===== src/rtl/vga_timing_pkg.sv =====
// Shared constants and elaboration helpers for the VGA timing generator.
package vga_timing_pkg;

  // Default 640x480@60 horizontal timing (pixels)
  localparam int unsigned HD = 640;
  localparam int unsigned HF = 16;
  localparam int unsigned HS = 96;
  localparam int unsigned HB = 48;

  // Default 640x480@60 vertical timing (lines)
  localparam int unsigned VD = 480;
  localparam int unsigned VF = 10;
  localparam int unsigned VS = 2;
  localparam int unsigned VB = 33;

  // Pixels per line including blanking.
  function automatic int unsigned h_total(input int unsigned disp, input int unsigned front,
                                          input int unsigned sync, input int unsigned back);
    return disp + front + sync + back;
  endfunction

  // Lines per frame including blanking.
  function automatic int unsigned v_total(input int unsigned disp, input int unsigned front,
                                          input int unsigned sync, input int unsigned back);
    return disp + front + sync + back;
  endfunction

  // Counter width able to hold the larger of H_TOTAL-1 and V_TOTAL-1.
  function automatic int unsigned cnt_width(input int unsigned h_tot, input int unsigned v_tot);
    int unsigned big;
    big = (h_tot > v_tot) ? h_tot : v_tot;
    return (big > 1) ? $clog2(big) : 1;
  endfunction

endpackage


===== src/rtl/vga_timing_gen_prescaler.sv =====
// Pixel-clock prescaler: one-clk advance request every CLK_DIV enabled clocks.
module pixel_prescaler #(
  parameter int unsigned CLK_DIV = 4
) (
  input  logic clk,
  input  logic rst_n,
  input  logic enable,
  output logic tick
);

  localparam int unsigned PW = (CLK_DIV > 1) ? $clog2(CLK_DIV) : 1;
  localparam logic [PW-1:0] LAST = PW'(CLK_DIV - 1);

  logic [PW-1:0] cnt;

  // Advance on the enabled clk where the phase counter sits at its last value.
  assign tick = enable && (cnt == LAST);

  // Phase counter; holds while disabled so re-enable resumes mid-period.
  always_ff @(posedge clk or negedge rst_n) begin
    if (!rst_n) begin
      cnt <= '0;
    end else if (enable) begin
      cnt <= (cnt == LAST) ? '0 : cnt + PW'(1);
    end
  end

endmodule


===== src/rtl/vga_timing_gen.sv =====
// VGA timing generator: prescaler, h/v counters and registered sync/blank decode.
module vga_timing_gen
  import vga_timing_pkg::*;
#(
  parameter int unsigned CLK_DIV   = 4,
  parameter int unsigned H_DISPLAY = HD,
  parameter int unsigned H_FRONT   = HF,
  parameter int unsigned H_SYNC    = HS,
  parameter int unsigned H_BACK    = HB,
  parameter int unsigned V_DISPLAY = VD,
  parameter int unsigned V_FRONT   = VF,
  parameter int unsigned V_SYNC    = VS,
  parameter int unsigned V_BACK    = VB,
  parameter bit          HSYNC_POL = 1'b0,
  parameter bit          VSYNC_POL = 1'b0,
  parameter int unsigned CW        = cnt_width(h_total(H_DISPLAY, H_FRONT, H_SYNC, H_BACK),
                                               v_total(V_DISPLAY, V_FRONT, V_SYNC, V_BACK))
) (
  input  logic          clk,
  input  logic          rst_n,
  input  logic          enable,
  output logic          pix_tick,
  output logic          h_sync,
  output logic          v_sync,
  output logic          video_on,
  output logic [CW-1:0] x_loc,
  output logic [CW-1:0] y_loc,
  output logic          line_start,
  output logic          frame_start,
  output logic          vblank
);

  localparam int unsigned H_TOT = h_total(H_DISPLAY, H_FRONT, H_SYNC, H_BACK);
  localparam int unsigned V_TOT = v_total(V_DISPLAY, V_FRONT, V_SYNC, V_BACK);

  localparam logic [CW-1:0] X_LAST   = CW'(H_TOT - 1);
  localparam logic [CW-1:0] Y_LAST   = CW'(V_TOT - 1);
  localparam logic [CW-1:0] X_VIS    = CW'(H_DISPLAY);
  localparam logic [CW-1:0] Y_VIS    = CW'(V_DISPLAY);
  localparam logic [CW-1:0] HS_FIRST = CW'(H_DISPLAY + H_FRONT);
  localparam logic [CW-1:0] HS_LAST  = CW'(H_DISPLAY + H_FRONT + H_SYNC - 1);
  localparam logic [CW-1:0] VS_FIRST = CW'(V_DISPLAY + V_FRONT);
  localparam logic [CW-1:0] VS_LAST  = CW'(V_DISPLAY + V_FRONT + V_SYNC - 1);

  logic          tick;
  logic [CW-1:0] x_nxt_c;
  logic [CW-1:0] y_nxt_c;
  logic          vid_c;
  logic          hs_act_c;
  logic          vs_act_c;
  logic          vblank_c;

  pixel_prescaler #(
    .CLK_DIV(CLK_DIV)
  ) u_prescaler (
    .clk   (clk),
    .rst_n (rst_n),
    .enable(enable),
    .tick  (tick)
  );

  // Next counter position; decode uses it so outputs line up with x_loc/y_loc.
  always_comb begin
    x_nxt_c = x_loc;
    y_nxt_c = y_loc;
    if (tick) begin
      if (x_loc == X_LAST) begin
        x_nxt_c = '0;
        y_nxt_c = (y_loc == Y_LAST) ? '0 : y_loc + CW'(1);
      end else begin
        x_nxt_c = x_loc + CW'(1);
      end
    end
  end

  // Window decode of the next position.
  always_comb begin
    vid_c    = (x_nxt_c < X_VIS) && (y_nxt_c < Y_VIS);
    hs_act_c = (x_nxt_c >= HS_FIRST) && (x_nxt_c <= HS_LAST);
    vs_act_c = (y_nxt_c >= VS_FIRST) && (y_nxt_c <= VS_LAST);
    vblank_c = (y_nxt_c >= Y_VIS);
  end

  // Counters, level outputs and strobes; reset parks at the last pixel so the first advance is (0,0).
  always_ff @(posedge clk or negedge rst_n) begin
    if (!rst_n) begin
      x_loc       <= X_LAST;
      y_loc       <= Y_LAST;
      video_on    <= 1'b0;
      vblank      <= 1'b1;
      h_sync      <= ~HSYNC_POL;
      v_sync      <= ~VSYNC_POL;
      pix_tick    <= 1'b0;
      line_start  <= 1'b0;
      frame_start <= 1'b0;
    end else begin
      x_loc       <= x_nxt_c;
      y_loc       <= y_nxt_c;
      video_on    <= vid_c;
      vblank      <= vblank_c;
      h_sync      <= hs_act_c ? HSYNC_POL : ~HSYNC_POL;
      v_sync      <= vs_act_c ? VSYNC_POL : ~VSYNC_POL;
      pix_tick    <= tick;
      line_start  <= tick && (x_nxt_c == '0);
      frame_start <= tick && (x_nxt_c == '0) && (y_nxt_c == '0);
    end
  end

endmodule


===== config.mk =====
export PLATFORM = sky130hd
export DESIGN_NAME = vga_timing_gen
export DESIGN_NICKNAME = d
export VERILOG_FILES = /design/src/rtl/vga_timing_pkg.sv /design/src/rtl/vga_timing_gen_prescaler.sv /design/src/rtl/vga_timing_gen.sv
export SDC_FILE = /design/constraint.sdc
export NUM_CORES = 1
export LEC_CHECK = 0
export BUFFER_PORTS_ARGS = -buffer_cell sky130_fd_sc_hd__buf_2
export CAP_MARGIN = 20
export CORE_ASPECT_RATIO = 0.7
export CORE_MARGIN = 3
export CORE_UTILIZATION = 30
export DETAILED_ROUTE_END_ITERATION = 12
export PLACE_DENSITY = 0.52
export SLEW_MARGIN = 20
export SYNTH_ARGS = -nofsm -noshare
export SYNTH_HDL_FRONTEND = slang
export SYNTH_SLANG_ARGS = --single-unit

===== constraint.sdc =====
create_clock -name clk -period 7.7 [get_ports clk]
set_input_delay 0.385 -clock clk [delete_from_list [all_inputs] [get_ports clk]]
set_output_delay 0.385 -clock clk [all_outputs]
set_load 0.1 [all_outputs]

# == Word level (Yosys, flattened, before mapping) ==
# Cells that the tools add are included.
# totals
ff_bits,29
out_inout_bits,27
wordCells,39
# classes
add_sub_neg,3
magnitude_cmp,7
n_eq_ne,3
mux,8
reduce_logical,8
# op_table
cell,n
$mux W10,5
$add A10 B1 Y10 const B,2
$eq A10 B10 Y1 const B,2
$ge A10 B9 Y1 const B,2
$logic_not A10 Y1,2
$ge A10 B10 Y1 const B,1
$le A10 B10 Y1 const B,1
$le A10 B9 Y1 const B,1
$lt A10 B10 Y1 const B,1
$lt A10 B9 Y1 const B,1
$logic_and A1 B1 Y1,6
$add A2 B1 Y2 const B,1
$eq A2 B2 Y1 const B,1
$mux W1,2
$mux W2,1

# == Depth between registers and ports, before layout ==
# Gate-level depths: netlist of run 1.
# depth
depth_word,7
mapped_depth,8

# == Modules after synthesis ==
# From an unflattened synthesis of run 1, not the netlist that was laid out.
# hier_totals
hier_cells,183
area_unflattened_um2,1735.4
# by_module_without_submodules
mod,n_inst,cells_each,area_per_inst_um2
vga_timing_gen,1,176,1634.1
pixel_prescaler,1,7,101.3

# == Worst setup path after synthesis of run 1 ==
# Ideal clock, no wire load.
# synth_path
kind,register to register
start,register x_loc[0]
end,register v_sync
setup_time_ns,0.082
arrival_time_ns,2.792
required_ns,7.618
slack_ns,4.826
stages_incl_launch_ff,8
path_buffers,0
synth_period_minus_slack_ns,2.874
cell_sequence,dfstp_2 ha_1 nand3_2 or4_4 or3_4 xnor2_4 nand4_1 a211o_1
# synth_via
elab_chain_len,6
word_cells_on_any_way,7
classes_between,order compare: 2; eq/ne: 1; mux: 3; reduce/logical: 1
# synth_lines
item,line,rtl
start: declaration,vga_timing_gen.sv:26,"output logic [CW-1:0] x_loc,"
start signal: assignment,vga_timing_gen.sv:97,x_loc <= x_nxt_c;
$eq A10 B10 Y1 (*),vga_timing_gen.sv:67,if (x_loc == X_LAST) begin
$mux W10 (*),vga_timing_gen.sv:67,
$mux W10 (*),vga_timing_gen.sv:66,if (tick) begin
named net y_nxt_c[6],vga_timing_gen.sv:47,logic [CW-1:0] y_nxt_c;
$ge A10 B9 Y1 or $le A10 B9 Y1 (tied branches),vga_timing_gen.sv:80,vs_act_c = (y_nxt_c >= VS_FIRST) && (y_nxt_c <= VS_LAST);
$logic_and A1 B1 Y1 (*),vga_timing_gen.sv:80,
$mux W1 (*),vga_timing_gen.sv:102,v_sync <= vs_act_c ? VSYNC_POL : ~VSYNC_POL;
end signal: assignment,vga_timing_gen.sv:92,v_sync <= ~VSYNC_POL;
end signal: assignment,vga_timing_gen.sv:102,
end: declaration,vga_timing_gen.sv:24,"output logic v_sync,"
# The timed path passes the listed nets; every way through them passes the cells marked *.
# A chain may end at the register's enable or synchronous reset.

# == Worst setup path in the final report of run 1 ==
# layout_path
start,register x_loc[0]
end,register frame_start
# layout_via
elab_chain_len,6
word_cells_on_any_way,10
classes_between,add/sub: 1; eq/ne: 1; mux: 4; reduce/logical: 4
# layout_lines
item,line,rtl
$add A10 B1 Y10 or $eq A10 B10 Y1 (tied branches),"vga_timing_gen.sv:71, vga_timing_gen.sv:67",
$mux W10 (*),vga_timing_gen.sv:67,
$mux W10 (*),vga_timing_gen.sv:66,
named net x_nxt_c[9],vga_timing_gen.sv:46,logic [CW-1:0] x_nxt_c;
$logic_not A10 Y1 (*),vga_timing_gen.sv:105,frame_start <= tick && (x_nxt_c == '0) && (y_nxt_c == '0);
$logic_and A1 B1 Y1 (*) (2 in a row),vga_timing_gen.sv:105,
end signal: assignment,vga_timing_gen.sv:105,
end: declaration,vga_timing_gen.sv:29,"output logic frame_start,"
# Marked as above.

==> run_results.csv, run 1 <==
group,metric,value,unit
placement,place.gp.congestion,0.7837,
critical_path,r2r_cells,7,
layout,layout_common_cells,"29 x buf_2, 17 x nand2_1, 16 x dfrtp_1",
floorplanning,core-area,0.005313,mm^2
clock_network,clockRootBuffer,"clkbuf_8",
layout,diodes,0,
synthesis,seq_area_frac_synth,44.15,%
global_route,grt_pass1_vias,1297,
sta,finClkSkew,4.496,ps
critical_path,end_kind,"flop",
critical_path,timing.rr.start,"x_loc[0]",
sta,finalCriticalPeriod,2792,ps
synthesis,synth_edf_count,0,
synthesis,synth_ff_type,"dfrtp_1",
placement,io_buffer_count,29,
routing,via_count,1371,
clock_network,cts_buffer_depth,2,
sta,hold_violations,0,
placement,hpwl,3.072,mm
clock_network,post-cts-setup-buffers,0,
floorplanning,num_rows,22,
layout,final_util,37.05,%
clock_network,clk_pin_slew,70,ps
routing,vias_per_cell,5.004,
global_route,gr-total-overflow,0,
clock_network,hold_buffers,0,
clock_network,clkSinkCount,29,
layout,nets,208,
global_route,grt_max_degree,30,
sta,setup_viol,0,
global_route,grt_use_total,13.97,%
critical_path,path_max_fanout,14,
sta,fin_tns_setup,0,ps
floorplanning,die_h,68.62,um
layout,final_cell_count_no_fill,274,
clock_network,htree_num_levels,2,
synthesis,async_flop_share,100.0,%
layout,syn2layout_area_growth,17.13,%
routing,drc,0,
sta,drv_slew,0,
synthesis,syn_area_per_cell,9.713,um^2
global_route,grt_pass1_wl,6.934,mm
synthesis,syn_area,0.001680,mm^2
clock_network,post_cts_resize_count,0,
critical_path,crit_type,"flop to flop",
pwr,power.net_switching,0.0001793,W
pwr,switching_share,40.15,%
routing,first_iter_violations,108,
pwr,internal_power,0.0002674,W
pwr,p_leak,0.8431,nW
synthesis,syn-num-nets,180,
global_route,antenna_found_initial,0,
critical_path,r2r_slack,4910,ps
synthesis,ys_warn_count,0,
sta,grt_setup_unrepaired,"no",
synthesis,synthCells,173,
pwr,peakVddDrop,0.00007109,V
pwr,p_clk_share,27.3,%
floorplanning,fp.dieArea,0.006549,mm^2
critical_path,cp.required,7870,ps
worst_hold_path,hp-class,"input port to asynchronous set/reset pin",
clock_network,clk_latency,270,ps
synthesis,synth.ff_latch_count,29,
outcome,run_status,"completed",
clock_network,cts_tree,"done",
layout,layout_commonest_cell,"buf_2",
sta,fmax,358.1,MHz
layout,drive_above_1_share,31.68,%
routing,drt-pass1-iter-count,4,
critical_path,critPathLaunchType,"flop",
critical_path,crit_arrival,2960,ps
flow_run,cap_violations,0,
critical_path,rr_endpoint,"frame_start",
floorplanning,io_pins,30,
pwr,pwr-share-comb,29.4,%
pwr,pwr-share-seq,43.4,%
routing,wl_per_cell,15.12,um
sta,worst_slew_pin_slew,648.3,ps
synthesis,ys_types,45,
routing,postRouteAntennaNets,0,
sta,finalCritPeriodShare,36.27,%
routing,drt-total-wl,4.143,mm
sta,relSlewSlack,56.46,%
floorplanning,start_util,31.63,%
clock_network,numCtsBuffers,5,
placement,placed_cells,266,
floorplanning,die-width,95.45,um
pwr,power_density,227.0,mW/mm^2
-- cells in the mapped netlist, types with 5 or more instances --
cell / instances / area share [%]
nand4_1: 5 / 1.9
xnor2_1: 5 / 2.6
o21ai_0: 12 / 3.6
dfrtp_1: 16 / 24
a21oi_1: 5 / 1.5
clkbuf_1: 5 / 1.1
nand2_1: 17 / 3.8
nand3_1: 10 / 3.0
inv_1: 8 / 1.8
nor3_1: 5 / 1.5
dfstp_2: 13 / 20
nor2_1: 8 / 1.8
-- critical path, cell delays in order, from the launching register on --
cell and delay, ps:
dfstp_2 590, ha_1 220, nand3_2 160, nor4_4 640, o21ai_0 220, a21o_1 250, nor4_1 350, nor4b_1 260
-- kinds of logic (layout without fill, tap and decap cells) --
logic type,Yosys count,count (layout),share of synthesized area (%)
buffers and inverters,16,45,3.797
DFF,29,29,44.15
xor gates and xnor gates,9,9,5.808
and+or+nand+nor,73,73,26.36
AOI/OAI and AO/OA,39,39,14.89
adders and majority gates,4,4,2.979
muxes,3,3,2.010
-- final cells by class --
cell class / count / area, um^2
sequential: 29 / 742.0
inverter: 8 / 30.03
timing repair buffer: 29 / 145.1
fill: 563 / 3344
multi-input combinational: 128 / 874.6
clock inverter: 3 / 17.52
clock buffer: 5 / 68.82
tap: 72 / 90.09
-- worst max path at each step --
stage,endpoint,from,cells after the start
after floorplan,v_sync,x_loc[0],7
final,frame_start,x_loc[0],7
after CTS,frame_start,x_loc[0],7
after detailed placement,frame_start,x_loc[0],7
after global placement,frame_start,x_loc[0],7
after global routing,frame_start,x_loc[0],7
-- layer usage --
| metal | vias to the layer above | global-route usage, % | wire, um | part of all wire, % |
|---|---|---|---|---|
| met2 | 29 | 18.05 | 1624 | 39 |
| met5 | - | 0 | 0 | 0 |
| li1 | 690 | - | - | - |
| met4 | 0 | 3.723 | 36 | 0.87 |
| met1 | 650 | 22.16 | 2281 | 55 |
| met3 | 2 | 3.688 | 201 | 4.9 |
-- power groups by stage --
| stage | sequential (W) | combinational (W) | clock [W] |
|---|---|---|---|
| final | 0.000194 | 0.000131 | 0.000122 |
| after floorplan | 0.000266 | 0.0000389 | 0 |
| after global routing | 0.000197 | 0.000141 | 0.000136 |
| after detailed placement | 0.000197 | 0.000133 | 0 |
| after global placement | 0.000196 | 0.000131 | 0 |
| after CTS | 0.000194 | 0.000133 | 0.000126 |
-- per-stage QoR --
step / power (W) / instance area, um^2 / setup WS (ps) / hold WS [ps]
after floorplan: 0.0003048 / 1680 / 4826 / 89.41
after global placement: 0.0003271 / 1882 / 4957 / 461.6
after detailed placement: 0.0003296 / 1882 / 4874 / 466.3
after CTS: 0.0004534 / 1968 / 4900 / 167.4
after global routing: 0.0004750 / 1968 / 4599 / 181.1
final: 0.0004467 / 1968 / 4908 / 132.3
-- registers in the layout, indices dropped and copies added, names as in the netlist --
name / cells
x_loc: 10
y_loc: 10
u_prescaler.cnt: 2
frame_start: 1
h_sync: 1
line_start: 1
pix_tick: 1
v_sync: 1
vblank: 1
video_on: 1
No activity file was read; power rests on OpenSTA's default activity.
==> run 2, diff against run 1 <==
clock period = 2.71 ns   (was 7.7 ns; I/O delays follow)
==> run_results.csv, run 2 (synthesis gave the netlist of run 1 again) <==
group,metric,value,unit
outcome,run_status,"completed",
floorplanning,core-area,0.005313,mm^2
global_route,gr-total-overflow,0,
routing,wl_per_cell,14.84,um
layout,diodes,0,
placement,io_buffer_count,29,
routing,drt-pass1-iter-count,4,
sta,finClkSkew,6.979,ps
critical_path,crit_start,"x_loc[0]",
worst_hold_path,hp-class,"input port to flop",
global_route,grt_max_degree,30,
sta,hold_violations,0,
critical_path,r2r_cells,7,
layout,fill_cells,528,
critical_path,crit_type,"flop to flop",
sta,worst_slew_pin_slew,655.5,ps
clock_network,clockRootBuffer,"clkbuf_8",
sta,finalCriticalPeriod,2624,ps
worst_hold_path,hp-start,"enable",
flow_run,cap_violations,0,
placement,place.gp.congestion,0.8655,
critical_path,r2r_slack,90,ps
sta,finalCritPeriodShare,96.83,%
sta,fmax,381.1,MHz
pwr,p_leak,0.8810,nW
floorplanning,io_pins,30,
clock_network,cts_tree,"done",
critical_path,rr_endpoint,"v_sync",
routing,postRouteAntennaNets,0,
floorplanning,die-width,95.45,um
critical_path,end_kind,"flop",
placement,hpwl,3.136,mm
floorplanning,num_rows,22,
floorplanning,start_util,31.63,%
critical_path,critPathLaunchType,"flop",
floorplanning,die_h,68.62,um
clock_network,clkSinkCount,29,
critical_path,crit_arrival,2820,ps
clock_network,clk_pin_slew,60,ps
critical_path,crit_slowest_cell,"dfstp_4",
critical_path,slowest_delay,660,ps
routing,drc,0,
global_route,antenna_found_initial,0,
clock_network,clk_latency,270,ps
worst_hold_path,hold_depth,2,
pwr,power_density,632.4,mW/mm^2
layout,layout_common_cells,"29 x buf_2, 17 x nand2_1, 16 x dfrtp_1",
clock_network,numCtsBuffers,5,
pwr,peakVddDrop,0.0005603,V
layout,drive_above_1_share,33.97,%
placement,placed_cell_area,0.001947,mm^2
routing,vias_per_cell,5.053,
floorplanning,fp.dieArea,0.006549,mm^2
routing,via_count,1420,
global_route,grt_use_total,13.94,%
critical_path,cp.required,2910,ps
sta,drv_slew,0,
routing,drt-total-wl,4.169,mm
global_route,grt_pass1_wl,6.886,mm
layout,largestRegisters,"x_loc (10), y_loc (10), u_prescaler.cnt (2)",
layout,nets,215,
layout,final_area,0.002046,mm^2
layout,syn2layout_area_growth,21.74,%
sta,fin_tns_setup,0,ps
sta,setup_viol,0,
worst_hold_path,holdPathEnd,"u_prescaler.cnt[1]",
critical_path,timing.rr.start,"x_loc[0]",
sta,relSlewSlack,56.30,%
critical_path,path_cells,"ha_4 > nand3_2 > or4_4 > or3_4 > xnor2_4 > nand4_1 > a211o_1",
clock_network,cts_buffer_depth,2,
routing,first_iter_violations,107,
clock_network,post-cts-setup-buffers,0,
critical_path,path_max_fanout,7,
sta,grt_setup_unrepaired,"no",
layout,layout_commonest_cell,"buf_2",
global_route,grt_pass1_vias,1268,
clock_network,htree_num_levels,2,
run 2: changes by cell type in the layout (fill, tap and decap cells not counted), sizes merged:
cell	before	now
buf	29	35
clkbuf	5	6
clkinvlp	1	0
dlygate4sd3	0	1
run 2: critical path: cells and delay by family (launching register included):
family | cells | cell delay [ps]
compound gates | 1 | 290
flops | 1 | 660
fa+ha+maj | 1 | 150
simple gates | 4 | 1300
xor+xnor | 1 | 160
run 2: layer usage:
layer | GRT usage [%] | share of wire [%]
met3 | 3.905 | 5.8
met5 | 0 | 0
met1 | 22.40 | 55
met2 | 17.44 | 38
met4 | 3.723 | 0.86
run 2: metrics by stage:
step	utilization (%)	total power (W)	cells	setup WS, ps	hold slack (ps)
after floorplan	-	0.0008901	173	18.91	-160.1
after global placement	36.65	0.0009693	272	138.7	219.3
after detailed placement	36.65	0.0009695	272	88.04	203.1
after CTS	38.39	0.001314	281	87.86	214.6
after global routing	38.51	0.001379	281	1.910	232.3
final	38.51	0.001294	281	85.96	225.8
run 2: worst max-delay path by stage:
stage	depth (start not counted)	end
finish	7	v_sync
global route	7	v_sync
CTS	7	v_sync
detailed placement	7	v_sync
global placement	7	v_sync
floorplan	7	frame_start
run 2: report_power, final:
group,switching (W),internal (W)
Combinational,0.000288,0.000104
Clock,0.000157,0.000177
Sequential,0.0000615,0.000506
run 2: cell type report:
class	instances	area, um^2	share of cell area, %
clock inverter	2	10.01	0.4893
inverter	8	30.03	1.468
tap	72	90.09	4.404
timing repair buffer	36	200.2	9.786
clock buffer	6	72.57	3.547
sequential	29	749.5	36.64
multi-input combinational	128	893.4	43.67
run 2: timing repair:
action,CTS,global route
endpoints found under the setup margin,0,2
gates resized for setup,0,2
hold buffers,1,0
hold endpoints to repair,16,0
==> run 3, diff against run 2 <==
clock period = 2.83 ns   (was 2.71 ns; I/O delays follow)
==> run_results.csv, run 3 (synthesis gave the netlist of run 1 again) <==
group,metric,value,unit
clock_network,clockRootBuffer,"clkbuf_8",
placement,hpwl,3.095,mm
critical_path,end_kind,"flop",
flow_run,cap_violations,0,
global_route,grt_use_total,13.54,%
worst_hold_path,hold_depth,2,
worst_hold_path,holdPathEnd,"u_prescaler.cnt[1]",
layout,largestRegisters,"x_loc (10), y_loc (10), u_prescaler.cnt (2)",
global_route,grt_pass1_vias,1294,
routing,drt-total-wl,4.091,mm
clock_network,clk_pin_slew,70,ps
pwr,p_leak,0.8807,nW
layout,diodes,0,
global_route,gr-total-overflow,0,
routing,vias_per_cell,5.139,
global_route,grt_pass1_wl,6.644,mm
critical_path,crit_family,"simple AND/OR/NAND/NOR gates",
sta,grt_setup_unrepaired,"no",
floorplanning,io_pins,30,
sta,drv_slew,0,
sta,hold_violations,0,
critical_path,timing.rr.start,"x_loc[0]",
layout,layout_common_cells,"29 x buf_2, 17 x nand2_1, 16 x dfrtp_1",
routing,postRouteAntennaNets,0,
pwr,power_density,606.2,mW/mm^2
critical_path,critPathLaunchType,"flop",
clock_network,numCtsBuffers,5,
floorplanning,start_util,31.63,%
global_route,antenna_found_initial,0,
sta,setup_viol,0,
critical_path,cp.required,3030,ps
clock_network,post-cts-setup-buffers,0,
sta,worst_slew_pin_slew,648.3,ps
critical_path,slowest_delay,640,ps
sta,fmax,376.1,MHz
worst_hold_path,hp-class,"input port to flop",
critical_path,crit_slowest_cell,"dfstp_4",
global_route,grt_max_degree,30,
sta,finalCritPeriodShare,93.95,%
worst_hold_path,hp-start,"enable",
critical_path,crit_arrival,2860,ps
routing,wl_per_cell,14.56,um
clock_network,cts_buffer_depth,2,
critical_path,worst-path-buf-inv,0,
outcome,run_status,"completed",
floorplanning,core-area,0.005313,mm^2
layout,fill_cells,539,
routing,drt-pass1-iter-count,4,
clock_network,htree_num_levels,2,
critical_path,rr_endpoint,"v_sync",
floorplanning,fp.dieArea,0.006549,mm^2
layout,drive_above_1_share,33.01,%
clock_network,clkSinkCount,29,
floorplanning,die-width,95.45,um
sta,relSlewSlack,56.78,%
layout,layout_commonest_cell,"buf_2",
placement,place.gp.congestion,0.8540,
layout,nets,215,
layout,syn2layout_area_growth,20.63,%
clock_network,post_cts_resize_count,0,
sta,finalCriticalPeriod,2659,ps
critical_path,path_max_fanout,12,
placement,io_buffer_count,29,
sta,finClkSkew,7.479,ps
routing,drc,0,
critical_path,r2r_cells,7,
pwr,p_total,0.001229,W
clock_network,cts_tree,"done",
floorplanning,die_h,68.62,um
sta,fin_tns_setup,0,ps
routing,first_iter_violations,80,
critical_path,crit_type,"flop to flop",
critical_path,path_cells,"ha_1 > nand3_2 > or4_4 > or3_4 > xnor2_4 > nand4_1 > a211o_1",
clock_network,clk_latency,270,ps
critical_path,r2r_slack,170,ps
pwr,peakVddDrop,0.0002379,V
routing,via_count,1444,
floorplanning,num_rows,22,
## run 3: cell type report
type / instances / area, um^2 / area share, %
multi-input combinational: 128 / 874.6 / 43.15
timing repair buffer: 36 / 200.2 / 9.877
clock inverter: 2 / 10.01 / 0.4938
inverter: 8 / 30.03 / 1.481
clock buffer: 6 / 72.57 / 3.580
tap: 72 / 90.09 / 4.444
sequential: 29 / 749.5 / 36.98
## run 3: how the worst max path moves through the flow
stage,start,end,slack [ps],cells after the start
2_1_floorplan,x_loc[0],v_sync,90,7
3_3_place_gp,x_loc[0],v_sync,150,7
3_5_place_dp,x_loc[0],v_sync,80,7
4_1_cts,x_loc[0],v_sync,80,7
5_1_grt,x_loc[0],frame_start,60,7
6_report,x_loc[0],v_sync,170,7
## run 3: layer usage
metal | global-route usage, % | wire, um | up-vias
li1 | - | - | 705
met1 | 21.49 | 2185 | 691
met2 | 16.91 | 1601 | 44
met3 | 3.471 | 246 | 4
met4 | 4.965 | 57 | 0
met5 | 0 | 0 | -
## run 3: report_power, final
| part | internal (W) | leakage, nW | total (W) | switching [W] |
|---|---|---|---|---|
| logic | 0.0000919 | 0.486 | 0.000367 | 0.000275 |
| registers | 0.000484 | 0.350 | 0.000536 | 0.0000520 |
| clock network | 0.000170 | 0.0450 | 0.000326 | 0.000156 |
| total | 0.000746 | 0.881 | 0.00123 | 0.000483 |
## run 3: worst register-to-register path: cells and delay by family (launching register included)
| family | cells | cell delay (ps) |
|---|---|---|
| flops | 1 | 640 |
| xor+xnor | 1 | 160 |
| compound gates | 1 | 310 |
| simple gates | 4 | 1260 |
| fa+ha+maj | 1 | 210 |
## run 3: metrics by stage
stage | utilization [%] | std cells | instance area, um^2 | hold slack [ps] | worst slack, ps
final | 38.15 | 281 | 2027 | 222.0 | 171.3
after global routing | 38.15 | 281 | 2027 | 229.8 | 59.57
after CTS | 38.15 | 281 | 2027 | 212.1 | 75.32
after detailed placement | 36.41 | 272 | 1934 | 216.2 | 80.65
after global placement | 36.41 | 272 | 1934 | 218.5 | 149.2
after floorplan | - | 173 | 1688 | -154.1 | 87.87
## run 3: what timing repair did
| item | 4_1_cts | 5_1_grt |
|---|---|---|
| hold buffers | 1 | 0 |
| endpoints found under the setup margin | 0 | 2 |
| hold endpoints to repair | 16 | 0 |
